--- src/rtl/param_update_sched.sv ---
// Parameter-write scheduler: buffers host writes in batches and commits whole
// batches to parameter memory only inside the per-sample commit window.
module param_update_sched #(
  parameter int WORD_WIDTH   = 36,
  parameter int ADDR_WIDTH   = 10,
  parameter int PC_WIDTH     = 11,
  parameter int FIFO_DEPTH   = 16,
  parameter int WINDOW_START = 0,
  parameter int WINDOW_LEN   = 32
) (
  input  logic                  clk,
  input  logic                  reset,
  input  logic [PC_WIDTH-1:0]   pc,
  input  logic                  host_wr_en,
  input  logic [ADDR_WIDTH-1:0] host_wr_addr,
  input  logic [WORD_WIDTH-1:0] host_wr_data,
  input  logic                  host_wr_last,
  output logic                  host_ready,
  output logic                  param_wr_en,
  output logic [ADDR_WIDTH-1:0] param_wr_addr,
  output logic [WORD_WIDTH-1:0] param_wr_data,
  output logic                  busy,
  output logic                  overflow,
  output logic                  batch_split
);

  localparam int PW = $clog2(FIFO_DEPTH);
  localparam int CW = PW + 1;
  localparam int EW = ADDR_WIDTH + WORD_WIDTH;

  localparam logic [CW-1:0]       DEPTH_C     = CW'(FIFO_DEPTH);
  localparam logic [CW-1:0]       ONE_C       = CW'(1);
  localparam logic [PC_WIDTH-1:0] WIN_START_C = PC_WIDTH'(WINDOW_START);

  // A full FIFO must drain completely before the DSP resumes reading memory.
  if (WINDOW_LEN < FIFO_DEPTH + 1) begin : g_bad_window
    $error("param_update_sched: WINDOW_LEN must be >= FIFO_DEPTH+1");
  end
  if ((1 << PW) != FIFO_DEPTH) begin : g_bad_depth
    $error("param_update_sched: FIFO_DEPTH must be a power of 2");
  end

  typedef enum logic {S_IDLE, S_DRAIN} state_t;

  state_t            r_state, w_state_nxt;
  logic [EW-1:0]     r_mem [FIFO_DEPTH];
  logic [PW-1:0]     r_wr_ptr, r_rd_ptr;
  logic [CW-1:0]     r_count, r_open_len, r_complete, r_drain_cnt;
  logic [CW-1:0]     w_drain_cnt_nxt, w_complete_nxt, w_open_len_nxt;
  logic              w_pop, w_push, w_full, w_force;
  logic [EW-1:0]     w_head;

  logic                  r_wr_en, r_busy, r_overflow, r_batch_split;
  logic [ADDR_WIDTH-1:0] r_wr_addr;
  logic [WORD_WIDTH-1:0] r_wr_data;

  assign w_full  = (r_count == DEPTH_C);
  // A pop frees the slot in the same cycle, so a full FIFO still takes a push.
  assign w_push  = host_wr_en && (!w_full || w_pop);
  // Nothing closed and no room left: close the open batch to avoid deadlock.
  assign w_force = w_full && (r_complete == '0);
  assign w_head  = r_mem[r_rd_ptr];

  // The first pop happens in the start cycle so the first write lands at
  // WINDOW_START+1; drain_cnt then counts the words still to pop.
  // NOTE: every output of a combinational block gets a default first so no
  // path leaves it unassigned, which would infer a latch.
  always_comb begin
    w_state_nxt     = r_state;
    w_drain_cnt_nxt = r_drain_cnt;
    w_pop           = 1'b0;
    case (r_state)
      S_IDLE: begin
        if (pc == WIN_START_C && r_complete != '0) begin
          w_pop           = 1'b1;
          w_drain_cnt_nxt = r_complete - ONE_C;
          if (r_complete != ONE_C) w_state_nxt = S_DRAIN;
        end
      end
      S_DRAIN: begin
        w_pop           = 1'b1;
        w_drain_cnt_nxt = r_drain_cnt - ONE_C;
        if (r_drain_cnt == ONE_C) w_state_nxt = S_IDLE;
      end
      default: w_state_nxt = S_IDLE;
    endcase
  end

  always_comb begin
    w_complete_nxt = r_complete;
    w_open_len_nxt = r_open_len;
    if (w_force) begin
      w_complete_nxt = r_open_len;
      w_open_len_nxt = '0;
    end else begin
      if (w_push) begin
        if (host_wr_last) begin
          w_complete_nxt = r_complete + r_open_len + ONE_C;
          w_open_len_nxt = '0;
        end else begin
          w_open_len_nxt = r_open_len + ONE_C;
        end
      end
      if (w_pop) w_complete_nxt = w_complete_nxt - ONE_C;
    end
  end

  // NOTE: sequential state uses non-blocking assignments so every register
  // samples the pre-edge values, independent of statement order.
  always_ff @(posedge clk) begin
    if (reset) begin
      r_state       <= S_IDLE;
      r_wr_ptr      <= '0;
      r_rd_ptr      <= '0;
      r_count       <= '0;
      r_open_len    <= '0;
      r_complete    <= '0;
      r_drain_cnt   <= '0;
      r_wr_en       <= 1'b0;
      r_busy        <= 1'b0;
      r_wr_addr     <= '0;
      r_wr_data     <= '0;
      r_overflow    <= 1'b0;
      r_batch_split <= 1'b0;
    end else begin
      r_state     <= w_state_nxt;
      r_drain_cnt <= w_drain_cnt_nxt;
      r_complete  <= w_complete_nxt;
      r_open_len  <= w_open_len_nxt;
      r_wr_en     <= w_pop;
      r_busy      <= w_pop;
      if (w_push) r_wr_ptr <= r_wr_ptr + PW'(1);
      if (w_pop) begin
        r_rd_ptr  <= r_rd_ptr + PW'(1);
        r_wr_addr <= w_head[EW-1:WORD_WIDTH];
        r_wr_data <= w_head[WORD_WIDTH-1:0];
      end
      case ({w_push, w_pop})
        2'b10:   r_count <= r_count + ONE_C;
        2'b01:   r_count <= r_count - ONE_C;
        default: r_count <= r_count;
      endcase
      if (host_wr_en && !w_push) r_overflow    <= 1'b1;
      if (w_force)               r_batch_split <= 1'b1;
    end
  end

  // NOTE: the storage array is not reset; the cleared pointers and count make
  // stale contents unreachable, and leaving it unreset lets it map to RAM.
  always_ff @(posedge clk) begin
    if (w_push) r_mem[r_wr_ptr] <= {host_wr_addr, host_wr_data};
  end

  assign host_ready    = (r_count < DEPTH_C);
  assign param_wr_en   = r_wr_en;
  assign param_wr_addr = r_wr_addr;
  assign param_wr_data = r_wr_data;
  assign busy          = r_busy;
  assign overflow      = r_overflow;
  assign batch_split   = r_batch_split;

endmodule
--- config.mk ---
export PLATFORM = sky130hd
export DESIGN_NAME = param_update_sched
export DESIGN_NICKNAME = d
export VERILOG_FILES = /design/src/rtl/param_update_sched.sv
export SDC_FILE = /design/constraint.sdc
export NUM_CORES = 1
export LEC_CHECK = 0
export CAP_MARGIN = 15
export CORE_UTILIZATION = 36
export CTS_CLUSTER_SIZE = 24
export DETAILED_ROUTE_END_ITERATION = 10
export GPL_TIMING_DRIVEN = 1
export PLACE_DENSITY = 0.6
export SLEW_MARGIN = 10
export SYNTH_ARGS = -nofsm -noshare
export SYNTH_HDL_FRONTEND = slang
export SYNTH_SLANG_ARGS = --single-unit
--- constraint.sdc ---
create_clock -name clk -period 6.2 [get_ports clk]
set_clock_uncertainty 0.15 [all_clocks]
set_input_delay 1.55 -clock clk [delete_from_list [all_inputs] [get_ports clk]]
set_output_delay 1.55 -clock clk [all_outputs]
set_load 0.02 [all_outputs]
Word-level counts from Yosys, hierarchy flattened
Memory sizes are Yosys's and may differ from the RTL's. A register that Yosys moved wholly into a read port is not among the register bits.
Index checks and enable logic that the tools add are counted.
{"block": "op_classes", "addsub": 10, "magnitude_cmp": 1, "eq_ne": 6, "mux": 17, "bitwise_logic": 1, "reduce_logical": 12}
{"op": "two-way mux 5 bit", "count": 7}
{"op": "case mux 5 bit (2 select lines)", "count": 2}
{"op": "subtractor 5 x 1 -> 5 bit (second input constant)", "count": 4}
{"op": "adder 5 x 1 -> 5 bit (second input constant)", "count": 3}
{"op": "zero test 11 bit", "count": 1}
{"op": "adder 4 x 1 -> 4 bit (second input constant)", "count": 2}
{"op": "two-way mux 1 bit", "count": 6}
{"op": "adder 5 bit", "count": 1}
{"op": "equality test 5 x 1 -> 1 bit (second input constant)", "count": 1}
{"op": "equality test 5 bit (second input constant)", "count": 1}
{"op": "zero test 5 bit", "count": 1}
{"op": "< comparator 5 bit (second input constant)", "count": 1}
{"op": "inequality test 5 x 1 -> 1 bit (second input constant)", "count": 1}
{"op": "nonzero test 5 bit", "count": 1}
{"op": "logical AND 1 bit", "count": 4}
{"op": "case mux 1 bit (2 select lines)", "count": 2}
{"op": "equality test 2 x 1 -> 1 bit (second input constant)", "count": 1}
{"op": "equality test 2 bit (second input constant)", "count": 1}
{"op": "zero test 1 bit", "count": 2}
{"op": "inequality test 2 bit (second input constant)", "count": 1}
{"op": "nonzero test 2 bit", "count": 1}
{"op": "OR reduction 2 bit", "count": 1}
{"op": "logical OR 1 bit", "count": 1}
{"op": "NOT 1 bit", "count": 1}
{"block": "word_totals", "reg_bits": 32, "mem_bits_rw": 736, "in_bits": 61, "output_inout_bits": 51, "elab_cells": 58, "n_memories": 1}
{"name": "r_mem", "depth": 16, "word_bits": 46, "read_ports": 1, "rd_ports_with_merged_regs": 1, "wr": 1, "line_no": "46", "text": "logic [EW-1:0] r_mem [FIFO_DEPTH];"}

Longest topological paths before layout
Gate-level depths: netlist of the first run.
{"block": "logic_depth", "ltp_word": 11, "ltp_mapped": 17, "depth_no_buf": 16}

Worst setup path before layout of the first run
Ideal clock, no wire load.
{"block": "synth_path", "path_type": "in2reg", "startpoint": "input pc[3]", "endpoint": "memory r_mem[0][0] (netlist name) (enable)", "setup_time_ps": 506, "arrival_time_ps": 5890, "t_required_ps": 5544, "slack_ps": -347, "path_stages": 7, "n_path_buf": 1, "cell_sequence": "nor4_2 -> a41oi_4 -> inv_4 -> o21a_1 -> buf_2 -> nand2_1 -> nor3_1"}
{"block": "synth_between", "elab_chain_len": 8}
{"item": "start, declared", "line_no": "13", "text": "input logic [PC_WIDTH-1:0] pc,"}
{"item": "zero test 11 bit", "line_no": "74", "text": "if (pc == WIN_START_C && r_complete != '0) begin"}
{"item": "logical AND 1 bit", "line_no": "74"}
{"item": "two-way mux 1 bit", "line_no": "74"}
{"item": "case mux 1 bit (2 select lines)", "line_no": "72", "text": "case (r_state)"}
{"item": "logical OR 1 bit", "line_no": "59", "text": "assign w_push = host_wr_en && (!w_full || w_pop);"}
{"item": "logical AND 1 bit", "line_no": "59"}
{"item": "two-way mux 1 bit", "line_no": "151", "text": "if (w_push) r_mem[r_wr_ptr] <= {host_wr_addr, host_wr_data};"}
{"item": "two-way mux 1 bit (implied by the code)", "line_no": "151"}
{"item": "end, declared", "line_no": "46"}
Every way passes these cells.

Worst setup path after layout of the first run
{"block": "layout_path", "startpoint": "input pc[3]", "endpoint": "memory r_mem[4][12] (netlist name) (enable)"}
The elaborated chain is that of the path after synthesis.

==> summary.md, run 1 <==
| Metric | Value |
|---|---|
| Fin crit period | `4.38 ns` |
| GR Util met2 | `0.246` |
| CP arrival | `around 4.6 ns` |
| CTS Buf Count | `85` |
| Vias in the first global route | `15.5k` |
| R2r worst-path depth | `16` |
| Path category of the worst min-delay check | `flip-flop to flip-flop` |
| Hold path start | `param_wr_data[13]` |
| Peak VDD IR | `between 200 and 250 uV` |
| Area Overhead vs Synth | `18.1%` |
| DR DRC count | `0` |
| # IOs | `approximately 110` |
| Hold EP | `param_wr_data[13]` |
| Slowest cell on crit path | `nor2_4` |
| Clk_lat worst skew | `between 0.6 and 0.7 ns` |
| CP Data Required Time | `about 6.4 ns` |
| Setup repair bufs after CTS | `0` |
| WL per Instance | `around 23 um` |
| Fin. Hold Viols | `0` |
| Asr flop ratio synth | `0` |
| Met3 GRT Util | `0.0291` |
| RSZ-0062 raised after global routing | `false` |
| Register area | `approximately 24000 um2` |
| Fin area | `between 30000 and 40000 um2` |
| Met1 Resource Use GR | `0.214` |
| Synthesized area | `31300 um2` |
| CP Class | `primary input to flip-flop` |
| Max Cap Viol | `0` |
| R2r endpoint | `r_count[4]` |
| Slew Viols, Final | `0` |
| Fillers | `around 7.2k` |
| Max Clk Rate | `~230 MHz` |
| Final setup violation count | `0` |
| LEAKAGE | `roughly 11 nW` |
| Initial core utilization | `0.366` |
| Clock sink total | `814` |
| Largest net degree at the start of global routing | `78` |
| Commonest cells after routing, fill and taps aside | `edfxtp_1 (736), mux4_2 (230), nand2_1 (120)` |
| Slew margin rel. | `0.301` |
| Worst Path Buf+Inv | `3` |
| Mean Syn Cell Area | `about 21 um2` |
| Crit path cell chain | `clkdlybuf4s50_1 -> nor4_2 -> a41oi_4 -> inv_4 -> o21a_1 -> nand2_1 -> nor2_4 -> buf_4` |
| YS warnings | `0` |
| Status | `finished, final reports clean` |
| CP Launch Type | `primary input` |
| Hold buffer count at cts | `0` |
| Crit-path leading delay family | `simple AND/OR/NAND/NOR gates` |
| Initial antenna violation count | `5` |
| Hpwl dp | `~37000 um` |
| Top Usage Layer GRT | `met2` |
| Total gr overflow | `0` |
| Syn Nets | `~1.6k` |
| Post-synthesis cell type count | `53` |
| Total Negative Setup Slacks | `0 ns` |
| Reg-to-reg startpoint | `r_complete[0]` |
| Drt pass-1 iters | `5` |
| Fin crit share | `0.706` |
| Chip Height | `approximately 300 um` |
| Vias per std cell | `5.13` |
| 1st-iter DRT viols | `roughly 1.2k` |
| H-tree levels | `3` |
| Layout net count | `1736` |
| Seq/Total Area, Yosys | `0.757` |
| Tot Pwr | `~12 mW` |
| #FFs+latches synth | `814` |
| Antenna Nets Post-Route | `0` |
| Port Buffers | `~110` |
| R2R setup slack | `approximately 2.3 ns` |
| Critical path peak fanout | `18` |
| Total Routed Length | `67200 um` |
| Die Area | `a little under 90000 um2` |
| Row Count | `107` |
| Commonest non-fill, non-tap cell in the layout | `edfxtp_1` |
| CTS tree | `yes` |
| Pwr Density | `between 300 and 400 nW/um2` |
| Die width | `297 um` |
| Reg clk slew, reported paths | `around 0.06 ns` |
| Root buf cell | `clkbuf_16` |
| Worst-Margin Slew | `between 1 and 1.5 ns` |
| Worst Hold Depth | `2` |
| Core area | `85500 um2` |
| Fraction of layout instances using a drive strength above 1 | `0.251` |
| Total GRT Usage | `0.153` |
| Global-route wire length before repair | `101000 um` |
| Ys flop type | `edfxtp_1` |
| Multi-input gate area in the final layout | `about 7300 um2` |
| CP Capture Type | `flip-flop` |
| CTS resizes | `0` |
| Synth Instances | `1500` |
| EDFF count, synth | `between 700 and 800` |
| Routed vias | `14.7k` |
| GP Congestion | `around 0.74` |
| Area post-placement | `about 34000 um2` |
| Slowest cell delay on critical path | `0.77 ns` |
| Clk buf depth | `3` |
==> worst max path at each step <==
stage,startpoint,to,slack (ns),cells past startpoint
5_1_grt,pc[3],r_count[4],1.58,14
3_3_place_gp,pc[3],r_count[4],1.12,14
3_5_place_dp,pc[3],r_mem[4][42],1.05,8
4_1_cts,pc[3],r_mem[4][42],1.74,8
2_1_floorplan,pc[3],r_mem[12][0],0.89,7
6_report,pc[3],r_mem[4][12],1.82,8
==> kinds of logic after synthesis <==
family / count (synthesis) / share of synthesized area
flops: 814 / 0.757
mux: 234 / 0.167
simple gates: 212 / 0.0295
compound gates: 102 / 0.0193
buf+inv: 98 / 0.0131
fa+ha+maj: 22 / 0.00928
xor+xnor: 18 / 0.00504
==> through the flow <==
stage               worst slack, ns  hold WS, ns  std cells  utilization
floorplan                     0.887        0.322       1500            -
global placement               1.12        0.294       2710        0.398
detailed placement             1.05        0.294       2710        0.398
CTS                            1.74        0.302       2867        0.432
global route                   1.58        0.316       2868        0.432
finish                         1.82        0.298       2868        0.432
==> cell type report <==
type	instances	share of cell area
flip-flops and latches	814	0.641
multi-input cells	588	0.199
clock buffers	117	0.0655
repair buffers	147	0.0411
well taps	1144	0.0388
clock inverters	40	0.0133
inverters	17	0.00180
diodes	1	0.0000677
==> power breakdown <==
group	internal, mW	switching [mW]	total, mW
clock network	3.09	2.12	5.21
registers	6.03	0.0184	6.05
logic	0.107	0.173	0.280
total	9.23	2.31	11.5
==> state kept, by name, summed over array words and instances, names as in the netlist <==
signal	count
batch_split	1
busy	1
overflow	1
param_wr_addr	10
param_wr_data	36
r_complete	5
r_count	5
r_drain_cnt	5
r_mem	736
r_open_len	5
r_rd_ptr	4
r_state	1
r_wr_ptr	4
==> cells in the mapped netlist (2+ instances only) <==
cell / number / area, um2
o211ai_1: 2 / 15.0
nand4_1: 6 / 37.5
nor4_1: 3 / 18.8
buf_2: 22 / 110
a211oi_1: 5 / 37.5
xor2_1: 14 / 123
and3_1: 3 / 18.8
nand3b_1: 2 / 15.0
edfxtp_1: 736 / 22100
ha_1: 20 / 250
mux4_2: 230 / 5180
o31a_1: 2 / 17.5
a21oi_1: 73 / 365
nand3_1: 2 / 10.0
dfxtp_1: 78 / 1560
or2_2: 3 / 18.8
xnor2_1: 4 / 35.0
nor2b_1: 2 / 12.5
buf_1: 11 / 41.3
a2bb2oi_1: 2 / 17.5
fa_1: 2 / 40.0
nor4_2: 2 / 25.0
clkbuf_1: 46 / 173
inv_1: 15 / 56.3
nor2_1: 48 / 180
nor3_1: 11 / 55.1
mux2i_1: 2 / 20.0
nand2_1: 120 / 450
nor4b_1: 2 / 17.5
nand2b_1: 4 / 25.0
o21ai_0: 6 / 30.0
==> per-layer routing <==
metal,up-vias,part of all wire
li1,6468,-
met1,7812,0.44
met2,358,0.49
met3,71,0.053
met4,4,0.014
met5,-,0.00037
==> worst min-delay path: stages (launching register included) <==
cell     delay, ns
dfxtp_1       0.31
nand2_1       0.05
a21oi_1       0.05
No activity file was read; power rests on OpenSTA's default activity.
==> run 2, diff against run 1 <==
==> constraint.sdc (replaced) <==
create_clock -name clk -period 4 [get_ports clk]
set_clock_uncertainty 0.15 [all_clocks]
set_input_delay 1 -clock clk [delete_from_list [all_inputs] [get_ports clk]]
set_output_delay 1 -clock clk [all_outputs]
set_load 0.02 [all_outputs]
==> summary.md, run 2 (synthesis gave the netlist of run 1 again) <==
| Metric | Value |
|---|---|
| Status | `finished, final reports clean` |
| CP Launch Type | `flip-flop` |
| Die width | `297 um` |
| Total Negative Setup Slacks | `0 ns` |
| Hold buffer count at cts | `0` |
| Layout net count | `~1.8k` |
| Largest reg by FF count | `r_mem` |
| Tot Pwr | `approximately 18 mW` |
| CTS tree | `yes` |
| CP Data Required Time | `4.35 ns` |
| Largest net degree at the start of global routing | `between 60 and 70` |
| Slowest cell on crit path | `nor4_1` |
| Max Cap Viol | `0` |
| Global-route wire length before repair | `105000 um` |
| Multi-input gate area in the final layout | `7330 um2` |
| Area post-placement | `approximately 34000 um2` |
| Core area | `85500 um2` |
| Register area | `23700 um2` |
| 1st-iter DRT viols | `around 1.1k` |
| Root buf cell | `clkbuf_16` |
| Fin area | `37400 um2` |
| Port Buffers | `approximately 110` |
| CP arrival | `approximately 3.9 ns` |
| Slew Viols, Final | `0` |
| Commonest cells after routing, fill and taps aside | `edfxtp_1 (736), mux4_2 (230), nand2_1 (120)` |
| Drt pass-1 iters | `7` |
| Row Count | `about 110` |
| Fin cells | `slightly below 3k` |
| Path category of the worst min-delay check | `flip-flop to flip-flop` |
| Slowest cell delay on critical path | `0.64 ns` |
| Vias in the first global route | `roughly 16k` |
| Clk buf depth | `3` |
| RSZ-0062 raised after global routing | `false` |
| Routed vias | `between 15k and 20k` |
| Peak VDD IR | `304 uV` |
| Max Clk Rate | `279 MHz` |
| Total GRT Usage | `0.160` |
| Clock sink total | `~810` |
| WL per Instance | `~24 um` |
| Critical path peak fanout | `7` |
| DR DRC count | `0` |
| Crit-path leading delay family | `simple AND/OR/NAND/NOR gates` |
| Die Area | `approximately 88000 um2` |
| Antenna Nets Post-Route | `0` |
| Pwr Density | `just under 500 nW/um2` |
| Worst-Margin Slew | `~0.9 ns` |
| Fin crit period | `about 3.6 ns` |
| Initial antenna violation count | `4` |
| H-tree levels | `3` |
| GP Congestion | `between 0.7 and 0.8` |
| Fin crit share | `0.895` |
| Fraction of layout instances using a drive strength above 1 | `0.255` |
| Worst Path Buf+Inv | `2` |
| Reg clk slew, reported paths | `approximately 0.06 ns` |
| Initial core utilization | `0.366` |
| Hpwl dp | `between 30000 and 40000 um` |
| Total gr overflow | `0` |
| CTS Buf Count | `between 80 and 90` |
| CP Capture Type | `flip-flop` |
| Largest register FFs | `about 740` |
| Chip Height | `between 200 and 300 um` |
| CP Class | `flip-flop to flip-flop` |
| Placed Cells | `about 2.7k` |
| Crit path cell chain | `nor4_1 -> nand2_1 -> o21a_1 -> inv_2 -> ha_1 -> inv_1 -> fa_1 -> nor2b_1 -> o21ai_0 -> and3_1 -> nor3_1 -> xnor2_1 -> nor2_1` |
| Vias per std cell | `about 5.2` |
| Fin. Hold Viols | `0` |
| Setup repair bufs after CTS | `0` |
| # IOs | `112` |
| Final setup violation count | `0` |
| LEAKAGE | `~11 nW` |
| Total Routed Length | `about 70000 um` |
| Commonest non-fill, non-tap cell in the layout | `edfxtp_1` |
| Area Overhead vs Synth | `19.6%` |
| Slew margin rel. | `0.400` |
| CTS resizes | `0` |
| Clk_lat worst skew | `between 0.6 and 0.7 ns` |
| Min Hold Slack | `roughly 0.3 ns` |
| Fillers | `between 7k and 8k` |
## run 2: cell type report
| class | count | area share |
|---|---|---|
| Antenna cell | 1 | 0.0000669 |
| Clock buffer | 106 | 0.0601 |
| Clock inverter | 51 | 0.0177 |
| Inverter | 17 | 0.00177 |
| Multi-Input combinational cell | 588 | 0.196 |
| Sequential cell | 814 | 0.633 |
| Tap cell | 1144 | 0.0383 |
| Timing Repair Buffer | 167 | 0.0532 |
## run 2: final timing paths
| check | startpoint | endpoint | slack, ns | cells past startpoint |
|---|---|---|---|---|
| hold / removal | param_wr_addr[2] | param_wr_addr[2] | 0.30 | 2 |
| setup / recovery | r_count[0] | r_count[4] | 0.42 | 13 |
| setup reg to reg | r_count[0] | r_count[4] | 0.42 | 13 |
| hold reg to reg | param_wr_addr[2] | param_wr_addr[2] | 0.30 | 2 |
## run 2: metrics by stage
step,worst slack (ns),utilization
2_1_floorplan,-0.747,-
3_3_place_gp,-0.0673,0.403
3_5_place_dp,-0.153,0.403
4_1_cts,0.410,0.437
5_1_grt,0.163,0.437
6_report,0.418,0.437
## run 2: where the power goes
| group | internal [mW] | total (mW) | switching, mW |
|---|---|---|---|
| logic | 0.177 | 0.446 | 0.269 |
| registers | 9.35 | 9.38 | 0.0283 |
| clock network | 4.87 | 8.18 | 3.31 |
## run 2: layer usage
| layer | routed length, um | up-vias | global-route usage | part of all wire |
|---|---|---|---|---|
| met5 | 38 | - | 0 | 0.00054 |
| met4 | 1170 | 6 | 0.0417 | 0.017 |
| met3 | 3130 | 85 | 0.0288 | 0.045 |
| met2 | 34900 | 391 | 0.264 | 0.50 |
| met1 | 30600 | 8045 | 0.218 | 0.44 |
| li1 | - | 6506 | - | - |
## run 2: tightest hold or removal path, delay by kind of cell (launching register included)
family          cells  cell delay, ns
compound gates      1            0.05
flops               1            0.31
simple gates        1            0.05
==> RTL edit: new RTL, flow settings as in run 1 <==
Reset style: asynchronous (`reset`), changed in one clocked block.
--- a/src/rtl/param_update_sched.sv
+++ b/src/rtl/param_update_sched.sv
@@ -107,7 +107,7 @@
 
   // NOTE: sequential state uses non-blocking assignments so every register
   // samples the pre-edge values, independent of statement order.
-  always_ff @(posedge clk) begin
+  always_ff @(posedge clk or posedge reset) begin
     if (reset) begin
       r_state       <= S_IDLE;
       r_wr_ptr      <= '0;
Behaviour: differs if reset is asserted again (counterexample within 4 cycles, from zero or initial values and one cycle with reset high); with reset held inactive, the same outputs for 4 cycles.
==> RTL edit against run 1 <==
Synthesized cell count grew 1.2%; routed wire length is 1.2% higher; worst hold slack better by 0.013 ns; setup slack better by 0.047 ns; cell area shrank 0.38%; via count increased by 2.0%; sequential cell count unchanged; register-to-register slack improved by 0.12 ns; sequential share of layout area up 1.3 points; synthesized area up 1.1%; highest routed layer is now met4.
Power is not compared: it rests on default switching activity, and its combinational part moved more than twofold at a synthesized area within 25%.
==> RTL edit: results (changes against run 1) <==
* Status: complete, no violations
* PostCTS Resize Cnt at 0 (unchanged)
* Reg2Reg Depth at 13 (-3)
* DP HPWL at 38120 um (+1.9%)
* Port bufs at 111 (unchanged)
* Post-synth EDFFs at 736 (unchanged)
* Via count at 15.00k (+2.0%)
* YS warnings at 0 (unchanged)
* Hold path depth at 2 (unchanged)
* Slew @ Worst Pin at 1.007 ns (-0.04167 ns)
* Max VDD drop at 223.4 uV
* Largest net degree at the start of global routing at 139 (+78%)
* Nets at 1738 (+0.12%)
* Vias in the first global route at 15.65k (+0.85%)
* Global-route wire length before repair at 102800 um (+1.8%)
* Area contributors post-synth: edfxtp_1 70%, mux4_2 14%, dfrtp_1 6.2%
* CP max FO at 46 (+28)
* Hold Crit Start: param_wr_data[18]
* Pre-antenna DRT Iters at 7 (+2)
* Min-Delay Path Class: flop to flop
* Max reg flops at 736 (unchanged)
* Setup slack, reg-to-reg at 2.45 ns (+0.12 ns)
* GR Util met2 at 25.21% (+0.58 points)
* RePlAce Congestion at 0.7421 (about the same)
* Sw Ratio at between 20% and 30%
* Root Buffer: clkbuf_16
* CTS buffer count at 84 (-1.2%)
* Lkg Pwr at about 12 nW
* Global routing usage on met3 at 2.537% (-0.37 points)
* Post-synthesis async set-or-reset flop share at 9.582% (+9.6 points)
* CTS clock-pin slew for the worst setup and hold paths at 0.06 ns (about the same)
* Clk_lat worst skew at between 0.6 and 0.7 ns
* Max clock buf depth at 3 (unchanged)
* Worst hold path endpoint: param_wr_data[18]
* Top cells by count, synth: 736 x edfxtp_1, 202 x mux4_2, 151 x nand2_1, 78 x dfrtp_1
* Worst EP arrival at 4.43 ns (-0.14 ns)
* GRT Util Overall at 15.45% (+0.12 points)
* Mapped Nets at 1601 (+1.1%)
* Seq/Total Area, Yosys at 76.08% (+0.41 points)
* Top reg by flops: r_mem
* Share of cells above drive strength 1 at 21.68% (-3.4 points)
* Setup bufs post-CTS at 0 (unchanged)
* H-tree Lvls at 3 (unchanged)
* Initial antenna violation count at 1 (-4)
* RR Startpoint: r_complete[1]
* Final hold slack at 0.3111 ns (+0.01261 ns)
* Grt met1 use at 21.68% (+0.30 points)
* R2r endpoint: r_complete[4]
* Antenna cells at 0 (-1)
* Pre-CTS setup slack at 1.225 ns (+0.1744 ns)
* Initial DRC count at 1160 (-2.8%)
* Netlist cell types at 55 (+3.8%)
* Routed WL at 68000 um (+1.2%)
* Fill cell count at 7454 (+2.9%)
## RTL edit: cell types whose count changed in the layout (fill, tap and decap cells not counted), sizes merged, moves of 28 or more
cell	before	now
a21oi	73	19
o21ai	8	40
dfrtp	0	78
dfxtp	78	0
o221ai	1	29
mux2i	2	30
nor2	48	14
mux4	230	202
nand2	120	151
## RTL edit: area by class of cell
class | instances | area [um2] | share of cell area, %
multi-input cells | 606 | 7187 | 19.53
flip-flops and latches | 814 | 24070 | 65.40
inverters | 21 | 81.33 | 0.2210
repair buffers | 128 | 1276 | 3.468
clock inverters | 47 | 474.2 | 1.289
clock buffers | 109 | 2267 | 6.161
well taps | 1155 | 1445 | 3.927
## RTL edit: cell families after synthesis
kind of cell             Yosys count  synth area share (%)
XOR/XNOR                          21                0.5818
flip-flops                       814                 76.08
AND/OR/NAND/NOR                  220                 3.273
multiplexers                     233                 15.39
buffers and inverters             98                 1.377
AO/OA/AOI/OAI                    110                 2.383
adder cells (fa/ha/maj)           22                0.9182
## RTL edit: worst max path at each step
stage          slack [ns]   start  cells after the start           to
2_1_floorplan       -0.46  pc[10]                      6  r_mem[4][0]
3_3_place_gp         1.33   pc[1]                     14   r_count[4]
3_5_place_dp         1.22  pc[10]                      7  r_mem[1][3]
4_1_cts              1.89  pc[10]                      7  r_mem[2][4]
5_1_grt              1.68  pc[10]                      7  r_mem[2][4]
6_report             1.87  pc[10]                      7  r_mem[2][4]
## RTL edit: power groups by stage
stage	clock, mW	sequential [mW]	combinational (mW)
floorplan	0	6.81	0.894
global placement	0	6.83	1.39
detailed placement	0	6.86	1.42
CTS	5.10	6.75	1.43
global route	5.29	6.80	1.53
finish	4.97	6.75	1.40
## RTL edit: through the flow
stage	utilization, %	cell area (um2)	cells	TNS (ns)
after global placement	39.20	34060	2724	0
after global routing	42.35	36800	2880	0
final	42.35	36800	2880	0
after CTS	42.35	36800	2880	0
after detailed placement	39.20	34060	2724	0
after floorplan	-	31620	1518	-85.18
## RTL edit: critical path: stages
cell	delay, ns
clkdlybuf4s50_1	0.41
nor3_1	0.42
a41oi_4	0.20
a21oi_2	0.49
inv_2	0.19
nor3_1	0.37
and2_4	0.77
## RTL edit: layer usage
metal / wire (um) / part of all wire [%]
met2: 33570 / 49
met1: 30230 / 44
met3: 2850 / 4.2
met5: 0 / 0
met4: 1348 / 2.0
